<file path="config.mk">
export PLATFORM = sky130hd
export DESIGN_NAME = mem_port_arbiter
export DESIGN_NICKNAME = d
export VERILOG_FILES = /design/src/rtl/risc_pkg.sv /design/src/rtl/arb_prio_starve.sv /design/src/rtl/mem_port_arbiter.sv
export SDC_FILE = /design/constraint.sdc
export NUM_CORES = 1
export LEC_CHECK = 0
export CORE_MARGIN = 10
export CORE_UTILIZATION = 43
export DETAILED_ROUTE_END_ITERATION = 7
export HOLD_SLACK_MARGIN = 0.02
export PLACE_DENSITY = 0.79
export RECOVER_POWER = 25
export SETUP_SLACK_MARGIN = 0.3
export SYNTH_ARGS = -nofsm -noshare
export SYNTH_HDL_FRONTEND = slang
export SYNTH_SLANG_ARGS = --single-unit
</file>
<file path="constraint.sdc">
create_clock -name clk -period 3.4 [get_ports clk]
set_clock_uncertainty 0.15 [all_clocks]
set_input_delay 0.85 -clock clk [delete_from_list [all_inputs] [get_ports clk]]
set_output_delay 0.85 -clock clk [all_outputs]
set_load 0.03 [all_outputs]
</file>
<file path="src/rtl/risc_pkg.sv">
// Shared types and widths for the pipeline's memory-side blocks.
package risc_pkg;

    localparam int AW = 16;
    localparam int DW = 16;

    typedef enum logic [1:0] {
        IDLE    = 2'd0,
        ISSUE   = 2'd1,
        WAIT    = 2'd2,
        CAPTURE = 2'd3
    } arb_state_t;

    typedef enum logic {
        OWN_IF = 1'b0,
        OWN_MA = 1'b1
    } owner_t;

endpackage

</file>
<file path="src/rtl/arb_prio_starve.sv">
// Two-requester priority pick: the high side wins until the low side has been
// passed over STARVE_MAX times while waiting, then the low side is forced through.
module arb_prio_starve #(
    parameter int STARVE_MAX = 4
) (
    input  logic clk,
    input  logic reset,
    input  logic arb_en,
    input  logic hi_elig,
    input  logic lo_elig,
    input  logic lo_pending,
    output logic gnt_hi,
    output logic gnt_lo
);

    localparam logic [3:0] STARVE_LIM = 4'(STARVE_MAX);

    logic [3:0] starve_cnt;
    logic       hi_first;

    assign hi_first = hi_elig && (starve_cnt < STARVE_LIM);

    always_comb begin
        gnt_hi = 1'b0;
        gnt_lo = 1'b0;
        if (arb_en) begin
            if (hi_first) begin
                gnt_hi = 1'b1;
            end else if (lo_elig) begin
                gnt_lo = 1'b1;
            end else if (hi_elig) begin
                gnt_hi = 1'b1;
            end
        end
    end

    // Counts high-side wins taken while the low side was asking; saturates at the limit.
    always_ff @(posedge clk or posedge reset) begin
        if (reset) begin
            starve_cnt <= '0;
        end else if (gnt_lo) begin
            starve_cnt <= '0;
        end else if (gnt_hi && lo_pending && (starve_cnt < STARVE_LIM)) begin
            starve_cnt <= starve_cnt + 4'd1;
        end
    end

endmodule

</file>
<file path="src/rtl/mem_port_arbiter.sv">
// Shares one single-port memory between instruction fetch and memory access,
// sequencing each access over a fixed read latency and raising per-stage stalls.
module mem_port_arbiter #(
    parameter int AW         = risc_pkg::AW,
    parameter int DW         = risc_pkg::DW,
    parameter int MEM_LAT    = 1,
    parameter int STARVE_MAX = 4
) (
    input  logic          clk,
    input  logic          reset,
    input  logic          if_req,
    input  logic [AW-1:0] if_addr,
    output logic [DW-1:0] if_rdata,
    output logic          if_valid,
    input  logic          ma_req,
    input  logic          ma_we,
    input  logic [AW-1:0] ma_addr,
    input  logic [DW-1:0] ma_wdata,
    output logic [DW-1:0] ma_rdata,
    output logic          ma_valid,
    output logic          mem_en,
    output logic          mem_we,
    output logic [AW-1:0] mem_addr,
    output logic [DW-1:0] mem_wdata,
    input  logic [DW-1:0] mem_rdata,
    output logic          stall_if,
    output logic          stall_ma,
    output logic          busy
);

    import risc_pkg::*;

    localparam logic [2:0] LAT_M1 = 3'(MEM_LAT - 1);

    arb_state_t state;
    owner_t     owner;
    logic [2:0] wait_cnt;
    logic       arb_en;
    logic       if_elig;
    logic       ma_elig;
    logic       gnt_if;
    logic       gnt_ma;

    // A requester whose valid is pulsing this cycle is masked so it cannot re-win at once.
    assign if_elig  = if_req && !if_valid;
    assign ma_elig  = ma_req && !ma_valid;
    assign stall_if = if_req && !if_valid;
    assign stall_ma = ma_req && !ma_valid;
    assign arb_en   = (state == IDLE);

    arb_prio_starve #(
        .STARVE_MAX(STARVE_MAX)
    ) u_arb (
        .clk       (clk),
        .reset     (reset),
        .arb_en    (arb_en),
        .hi_elig   (ma_elig),
        .lo_elig   (if_elig),
        .lo_pending(if_req),
        .gnt_hi    (gnt_ma),
        .gnt_lo    (gnt_if)
    );

    // The memory address/we/wdata registers double as the latched grant.
    always_ff @(posedge clk or posedge reset) begin
        if (reset) begin
            state     <= IDLE;
            owner     <= OWN_IF;
            wait_cnt  <= '0;
            mem_en    <= 1'b0;
            mem_we    <= 1'b0;
            mem_addr  <= '0;
            mem_wdata <= '0;
            if_rdata  <= '0;
            ma_rdata  <= '0;
            if_valid  <= 1'b0;
            ma_valid  <= 1'b0;
            busy      <= 1'b0;
        end else begin
            if_valid <= 1'b0;
            ma_valid <= 1'b0;
            mem_en   <= 1'b0;
            case (state)
                IDLE: begin
                    if (gnt_ma) begin
                        state     <= ISSUE;
                        busy      <= 1'b1;
                        mem_en    <= 1'b1;
                        owner     <= OWN_MA;
                        mem_addr  <= ma_addr;
                        mem_we    <= ma_we;
                        mem_wdata <= ma_wdata;
                    end else if (gnt_if) begin
                        state     <= ISSUE;
                        busy      <= 1'b1;
                        mem_en    <= 1'b1;
                        owner     <= OWN_IF;
                        mem_addr  <= if_addr;
                        mem_we    <= 1'b0;
                        mem_wdata <= '0;
                    end
                end
                ISSUE: begin
                    if (MEM_LAT > 1) begin
                        state    <= WAIT;
                        wait_cnt <= 3'd1;
                    end else begin
                        state <= CAPTURE;
                    end
                end
                WAIT: begin
                    if (wait_cnt == LAT_M1) begin
                        state    <= CAPTURE;
                        wait_cnt <= '0;
                    end else begin
                        wait_cnt <= wait_cnt + 3'd1;
                    end
                end
                CAPTURE: begin
                    state <= IDLE;
                    busy  <= 1'b0;
                    if (owner == OWN_MA) begin
                        ma_valid <= 1'b1;
                        // Stores still complete with a valid pulse but leave load data untouched.
                        if (!mem_we) begin
                            ma_rdata <= mem_rdata;
                        end
                    end else begin
                        if_valid <= 1'b1;
                        if_rdata <= mem_rdata;
                    end
                end
                default: begin
                    state <= IDLE;
                    busy  <= 1'b0;
                end
            endcase
        end
    end

endmodule

</file>
Word level (Yosys, flattened, before mapping)
Index checks and enable logic that the tools add are counted.
Cells by class
  add/sub/neg operators: 2
  order comparisons: 1
  equal/unequal tests: 5
  multiplexer cells: 31
  bitwise operators: 2
  reductions and logical operators: 17
Operators with widths (number)
  $mux 16: 4
  $mux 1: 19
  $mux 4: 2
  $pmux 2 s4: 1
  $reduce_and 2->1: 4
  $mux 2: 3
  $reduce_bool 2->1: 3
  $logic_and 1x1->1: 5
  $add 4x1->4 const B: 1
  $eq 2x2->1 const B: 2
  $lt 4x3->1 const B: 1
  $add 3x1->3 const B: 1
  $logic_not 3->1: 1
  $mux 3: 1
  $ne 3x1->1 const B: 1
  $reduce_and 3->1: 1
  $eq 2x1->1 const B: 1
  $logic_not 1->1: 2
  $logic_not 2->1: 1
  $ne 2x2->1 const B: 1
  $not 1->1: 2
  $pmux 1 s2: 1
Word-level totals
  flip-flop bits (word level): 79
  input bits: 69
  output and inout port bits: 71

Longest topological paths before layout
Gate-level depths: netlist of the first run.
  depth in word-level cells: 10
  depth in mapped cells: 7
  gate-level depth less buffers: 5

Modules after synthesis
A second synthesis of the first run with hierarchy kept.
Second synthesis, totals
  cells, all modules: 278
  area total of the unflattened synthesis: 3362.0 µm²
Modules (own cells, without submodules)
  mem_port_arbiter: instances 1, cells each 256, area each 3125.5 µm²
  arb_prio_starve: instances 1, cells each 22, area each 236.5 µm²

Least setup slack after synthesis of the first run
Ideal clock, no wire load.
  kind: in2out
  start point: input port if_req
  end point: output port stall_if
  data arrival time: 1.436 ns
  data required time: 2.400 ns
  setup slack: 0.964 ns
  stages: 4
  cell sequence: nand2b_1 > inv_1 > buf_2 > buf_2
On the way
  word-level cells in the longest chain between the ends: 1
RTL lines
  start, declared: RTL line mem_port_arbiter.sv:11  | input logic if_req,
  $logic_and 1x1->1: RTL line mem_port_arbiter.sv:47  | assign stall_if = if_req && !if_valid;
  end, declared: RTL line mem_port_arbiter.sv:26  | output logic stall_if,
No other way between the ends.

Worst setup path in the final report of the first run
  start point: input port ma_req
  end point: output port stall_ma
On the way
  word-level cells in the longest chain between the ends: 1
RTL lines
  start, declared: RTL line mem_port_arbiter.sv:15  | input logic ma_req,
  $logic_and 1x1->1: RTL line mem_port_arbiter.sv:48  | assign stall_ma = ma_req && !ma_valid;
  end, declared: RTL line mem_port_arbiter.sv:27  | output logic stall_ma,
No other way between the ends.

==> flow_summary.toml, run 1 <==
[global_routing]
first_global_vias = 2922
track_usage = 0.167
grt_pass1_wl_mm = 15.6
grt_max_degree = 41
grt_antenna_before_repair = 0
overflow = 0

[cts]
cts_root_buffer = "clkbuf_8"
numCtsBuffers = 9
ctsHoldBuffers = 0
htree_levels = 3
clkTransAtPathRegs_ns = 0.08
cts_sinks = 79
cts_tree = "built"
cts_setup_buffers = 0
cts_resized = 0
clock_path_buffers = 2
clk_latency_ns = 0.35

[setup_path]
cp_max_fo = 19
crit_path_max_incr_delay_ns = 0.47
crit_family = "buffers and inverters"
crit_required_ns = 2.40
cp_num_buf_inv = 3
cp_cell_sequence = "clkdlybuf4s50_1 -> nand2b_1 -> inv_2 -> buf_4"
worstSetupPathType = "in2out"
end_kind = "primary output"
slowest_stage = "clkdlybuf4s50_1"
critPathArrivalTime_ns = 1.89
cp-start-kind = "primary input"

[layout]
drive_gt1_frac = 0.150
final_area_sq_um = 5090
layout.nets = 478
n_antenna_cell = 0
final_cells = 509
areaGrowthSynthToFinish_pct = 48.3
final_util = 0.656

[run_status]
violations = "capacitance limit, slew limit"
outcome = "finished, violations left"

[synthesis]
synthCells = 268
synthDistinctLibCells = 34
ys.warnings.count = 0
synth_area_sq_um = 3430
synth_area_leaders = "dfrtp_1, mux2_2, a2111oi_0"
ys_ff_latch = 79
synthTopCellsByCount = "dfrtp_1, mux2_2, a2111oi_0"
ys_async_sr_fraction = 1.00
ys.flop_type = "dfrtp_1"
yosysSeqAreaShare = 0.576
synth_edf_count = 0
yosysTopAreaCellShare = 0.576
syn_nets = 344
synth.most_common_cell = "dfrtp_1"
syn_avg_cell_area_sq_um = 12.8
synth_top_area_cell = "dfrtp_1"

[placed_design]
port_buffers = 139
dp_slack_ns = 0.515
hpwl_mm = 7.07
dpl_cell_area_sq_um = 4890
placed_cells = 493
place.gp.congestion = 0.765

[floorplan]
num_rows = 32
die_h_microns = 109
die_area_sq_um = 12000
initial_utilization = 0.442
io_pins = 140
core_sq_um = 7770
die_w_microns = 109

[detailed_routing]
firstDrtPassIters = 4
drt_iter0_markers = 98
drt-total-wl_mm = 9.88
vias = 2787
vias_per_cell = 5.48
ant_nets = 0
drt-wirelength-per-cell_microns = 19.4
post-route-drc-count = 0

[sta]
period_minus_slack_ns = 2.89
rsz0062_at_grt = "false"
timing.hold.ws_ns = 0.357
slew_headroom = -0.196
worst-slew-pin-transition_ns = 1.78
drv_slew = 40
clock.fmax_mhz = 346
setup_viol = 0
fin_tns_setup_ns = 0
fin_crit_sh = 0.851
hold_violations = 0
layout_setup_ws_ns = 0.506

[run]
maxCapViolations = 1

[power]
ir_drop_v = 0.000605
total_power_mw = 5.00
power_density_nw_per_um2 = 981
p_leak_nw = 2.14

[min_path]
min_path_type = "reg2reg"
==> cell families (layout without fill, tap and decap cells) <==
| kind of cell | after synthesis | count (layout) | share of synthesized area |
|---|---|---|---|
| AOI/OAI and AO/OA | 79 | 79 | 0.192 |
| DFF | 79 | 79 | 0.576 |
| buffers and inverters | 49 | 188 | 0.0623 |
| muxes | 35 | 35 | 0.114 |
| and+or+nand+nor | 19 | 19 | 0.0310 |
| adders and majority gates | 7 | 7 | 0.0255 |
==> power breakdown <==
part	leakage [nW]	internal, mW	switching, mW
Clock	0.0916	0.358	0.342
Sequential	0.948	1.36	0.229
Combinational	1.10	1.18	1.53
Total	2.14	2.90	2.10
==> registers in the layout, indices dropped and copies added (netlist names) <==
signal            flops
busy                  1
if_rdata             16
if_valid              1
ma_rdata             16
ma_valid              1
mem_addr             16
mem_en                1
mem_wdata            16
mem_we                1
owner                 1
state                 2
u_arb.starve_cnt      4
wait_cnt              3
==> per-layer routing <==
metal,routed length (microns),global-route usage,up-vias
li1,-,-,1273
met4,136,0.0586,0
met5,0,0,-
met1,3930,0.197,1355
met3,1590,0.0960,11
met2,4230,0.249,148
==> final cells by class <==
class | instances | area [sq um]
Clock buffer | 11 | 141
Fill cell | 627 | 2670
Timing Repair Buffer | 145 | 1440
Tap cell | 102 | 128
Multi-Input combinational cell | 140 | 1240
Inverter | 27 | 103
Sequential cell | 79 | 1980
Clock inverter | 5 | 57.6
==> path summary, 6_finish.rpt <==
check / depth (start not counted) / endpoint / start / slack, ns
min reg2reg: 1 / mem_wdata[1]$_DFFE_PP0P_ / mem_wdata[1]$_DFFE_PP0P_ / 0.36
min in group asynchronous: 2 / ma_rdata[1]$_DFFE_PP0P_ / reset / 1.24
max reg2reg: 6 / mem_wdata[12]$_DFFE_PP0P_ / state[0]$_DFFE_PP0P_ / 1.08
min: 1 / mem_wdata[1]$_DFFE_PP0P_ / mem_wdata[1]$_DFFE_PP0P_ / 0.36
max: 4 / stall_ma / ma_req / 0.51
max in group asynchronous: 3 / mem_addr[0]$_DFFE_PP0P_ / reset / 1.00
==> layout by cell type, fill, tap and decap left out, drive strengths merged, types with 2 or more instances in the layout <==
cell / instances
nand2: 3
nor3: 2
buf: 8
a22o: 17
a21oi: 3
a2111oi: 32
clkbuf: 11
nor2: 3
o31ai: 2
inv: 26
mux2i: 2
nand2b: 5
dfrtp: 79
a211oi: 17
ha: 7
clkdlybuf4s50: 136
mux2: 33
clkinvlp: 4
o21ai: 3
Power figures use the tool's default switching activity.
==> inputs of run 2 (changes only) <==
Settings changed: CORE_ASPECT_RATIO set to 0.5, HOLD_SLACK_MARGIN 0.02 to 0.08, SLEW_MARGIN set to 40.
==> flow_summary.toml, run 2 (synthesized netlist as in run 1, its figures left out) <==
[placed_design]
port_buffers = 139
dpl_cell_area_sq_um = 4930
hpwl_mm = 7.82
placed_cells = 501
place.gp.congestion = 0.921

[global_routing]
grt_busiest_layer = "met2"
first_global_vias = 3032
overflow = 0
grt_util_met2 = 0.302
track_usage = 0.168
grt_antenna_before_repair = 0
grt.met1_usage = 0.189
grt_pass1_wl_mm = 16.8
grt_max_degree = 49
use_met3 = 0.0509

[run]
maxCapViolations = 1

[setup_path]
end_kind = "primary output"
cp-start-kind = "primary input"
worstReg2RegStart = "state[0]$_DFFE_PP0P_"
r2r-end = "mem_addr[14]$_DFFE_PP0P_"
crit_path_max_incr_delay_ns = 0.49
cp_max_fo = 7
worstSetupPathType = "in2out"
reg2reg_slack_ns = 1.20
crit_required_ns = 2.40
slowest_stage = "clkdlybuf4s50_1"
critPathArrivalTime_ns = 1.75
worst-r2r-cell-count = 5
cp_cell_sequence = "clkdlybuf4s50_1 -> nand2b_1 -> inv_2 -> buf_4"

[power]
p_int_mw = 3.12
ir_drop_v = 0.000565
p_seq_frac = 0.306
power_density_nw_per_um2 = 1000
p_sw_frac = 0.404
p_sw_mw = 2.11
clkPwrFrac = 0.169
p_leak_nw = 2.20
total_power_mw = 5.23
power_frac_comb = 0.525

[sta]
fin_crit_sh = 0.808
period_minus_slack_ns = 2.75
clock.fmax_mhz = 364
setup_viol = 0
slew_headroom = 0.000473
worst-slew-pin-transition_ns = 1.49
fin_tns_setup_ns = 0
hold_violations = 0
drv_slew = 0
rsz0062_at_grt = "false"

[cts]
cts_root_buffer = "clkbuf_16"
cts_setup_buffers = 0
cts_resized = 0
clkTransAtPathRegs_ns = 0.05
clock_path_buffers = 2
htree_levels = 3
ctsHoldBuffers = 0
clk_latency_ns = 0.32
numCtsBuffers = 9
cts_tree = "built"
cts_sinks = 79

[floorplan]
initial_utilization = 0.455
num_rows = 22
io_pins = 140
die_w_microns = 146
core_sq_um = 7540
die_area_sq_um = 12200
die_h_microns = 83.2

[layout]
final_cell_mix = "clkdlybuf4s50_1, dfrtp_1, mux2_2"
final_cells = 516
n_antenna_cell = 0
nFillCells = 571
final_common_cell = "clkdlybuf4s50_1"
layout.nets = 480
drive_gt1_frac = 0.154
final_area_sq_um = 5210
areaGrowthSynthToFinish_pct = 51.8

[detailed_routing]
vias = 2789
firstDrtPassIters = 5
ant_nets = 0
drt_iter0_markers = 163
post-route-drc-count = 0
vias_per_cell = 5.41
drt-wirelength-per-cell_microns = 20.0
drt-total-wl_mm = 10.3

[min_path]
min-delay-start = "mem_wdata[3]$_DFFE_PP0P_"
min_path_type = "reg2reg"
hold_end = "mem_wdata[3]$_DFFE_PP0P_"
whs_path_depth = 1

[run_status]
violations = "capacitance limit"
outcome = "finished, violations left"
run 2: cell count changes in the layout (fill, tap and decap cells not counted), sizes merged:
cell	delta
clkbuf	+4
bufinv	-1
clkinvlp	-3
clkinv	-1
buf	+2
run 2: power groups by stage:
stage | combinational (mW) | clock, mW | sequential (mW)
CTS | 2.78 | 0.899 | 1.60
global route | 2.91 | 0.949 | 1.66
detailed placement | 2.76 | 0 | 1.61
floorplan | 0.855 | 0 | 2.35
global placement | 2.70 | 0 | 1.59
finish | 2.75 | 0.885 | 1.60
run 2: critical path: cells and delay by family:
family,cells,cell delay (ns)
and+or+nand+nor,1,0.16
buffers and inverters,3,0.74
run 2: worst max path at each step:
| stage | start | end | slack (ns) | cells past startpoint |
|---|---|---|---|---|
| 6_report | ma_req | stall_ma | 0.65 | 4 |
| 5_1_grt | ma_req | stall_ma | 0.61 | 4 |
| 4_1_cts | ma_req | stall_ma | 0.65 | 4 |
| 3_5_place_dp | ma_req | stall_ma | 0.66 | 4 |
| 3_3_place_gp | if_req | stall_if | 0.67 | 4 |
| 2_1_floorplan | reset | busy$_DFFE_PP0P_ | 0.38 | 1 |
run 2: per-stage QoR:
step	hold slack, ns	setup WS, ns	utilization
floorplan	0.315	0.377	-
global placement	0.325	0.670	0.654
detailed placement	0.341	0.656	0.654
CTS	0.353	0.651	0.690
global route	0.368	0.609	0.691
finish	0.351	0.651	0.691
run 2: per-layer routing:
metal / routed length (microns) / share of wire
met5: 0 / 0
met2: 5470 / 0.53
met3: 638 / 0.062
met4: 131 / 0.013
met1: 4100 / 0.40
run 2: cell type report:
class	instances	area, sq um	area share
clock buffer	15	278	0.0533
inverter	27	103	0.0197
multi-input combinational	140	1250	0.240
sequential	79	1980	0.379
tap	108	135	0.0259
timing repair buffer	147	1470	0.282
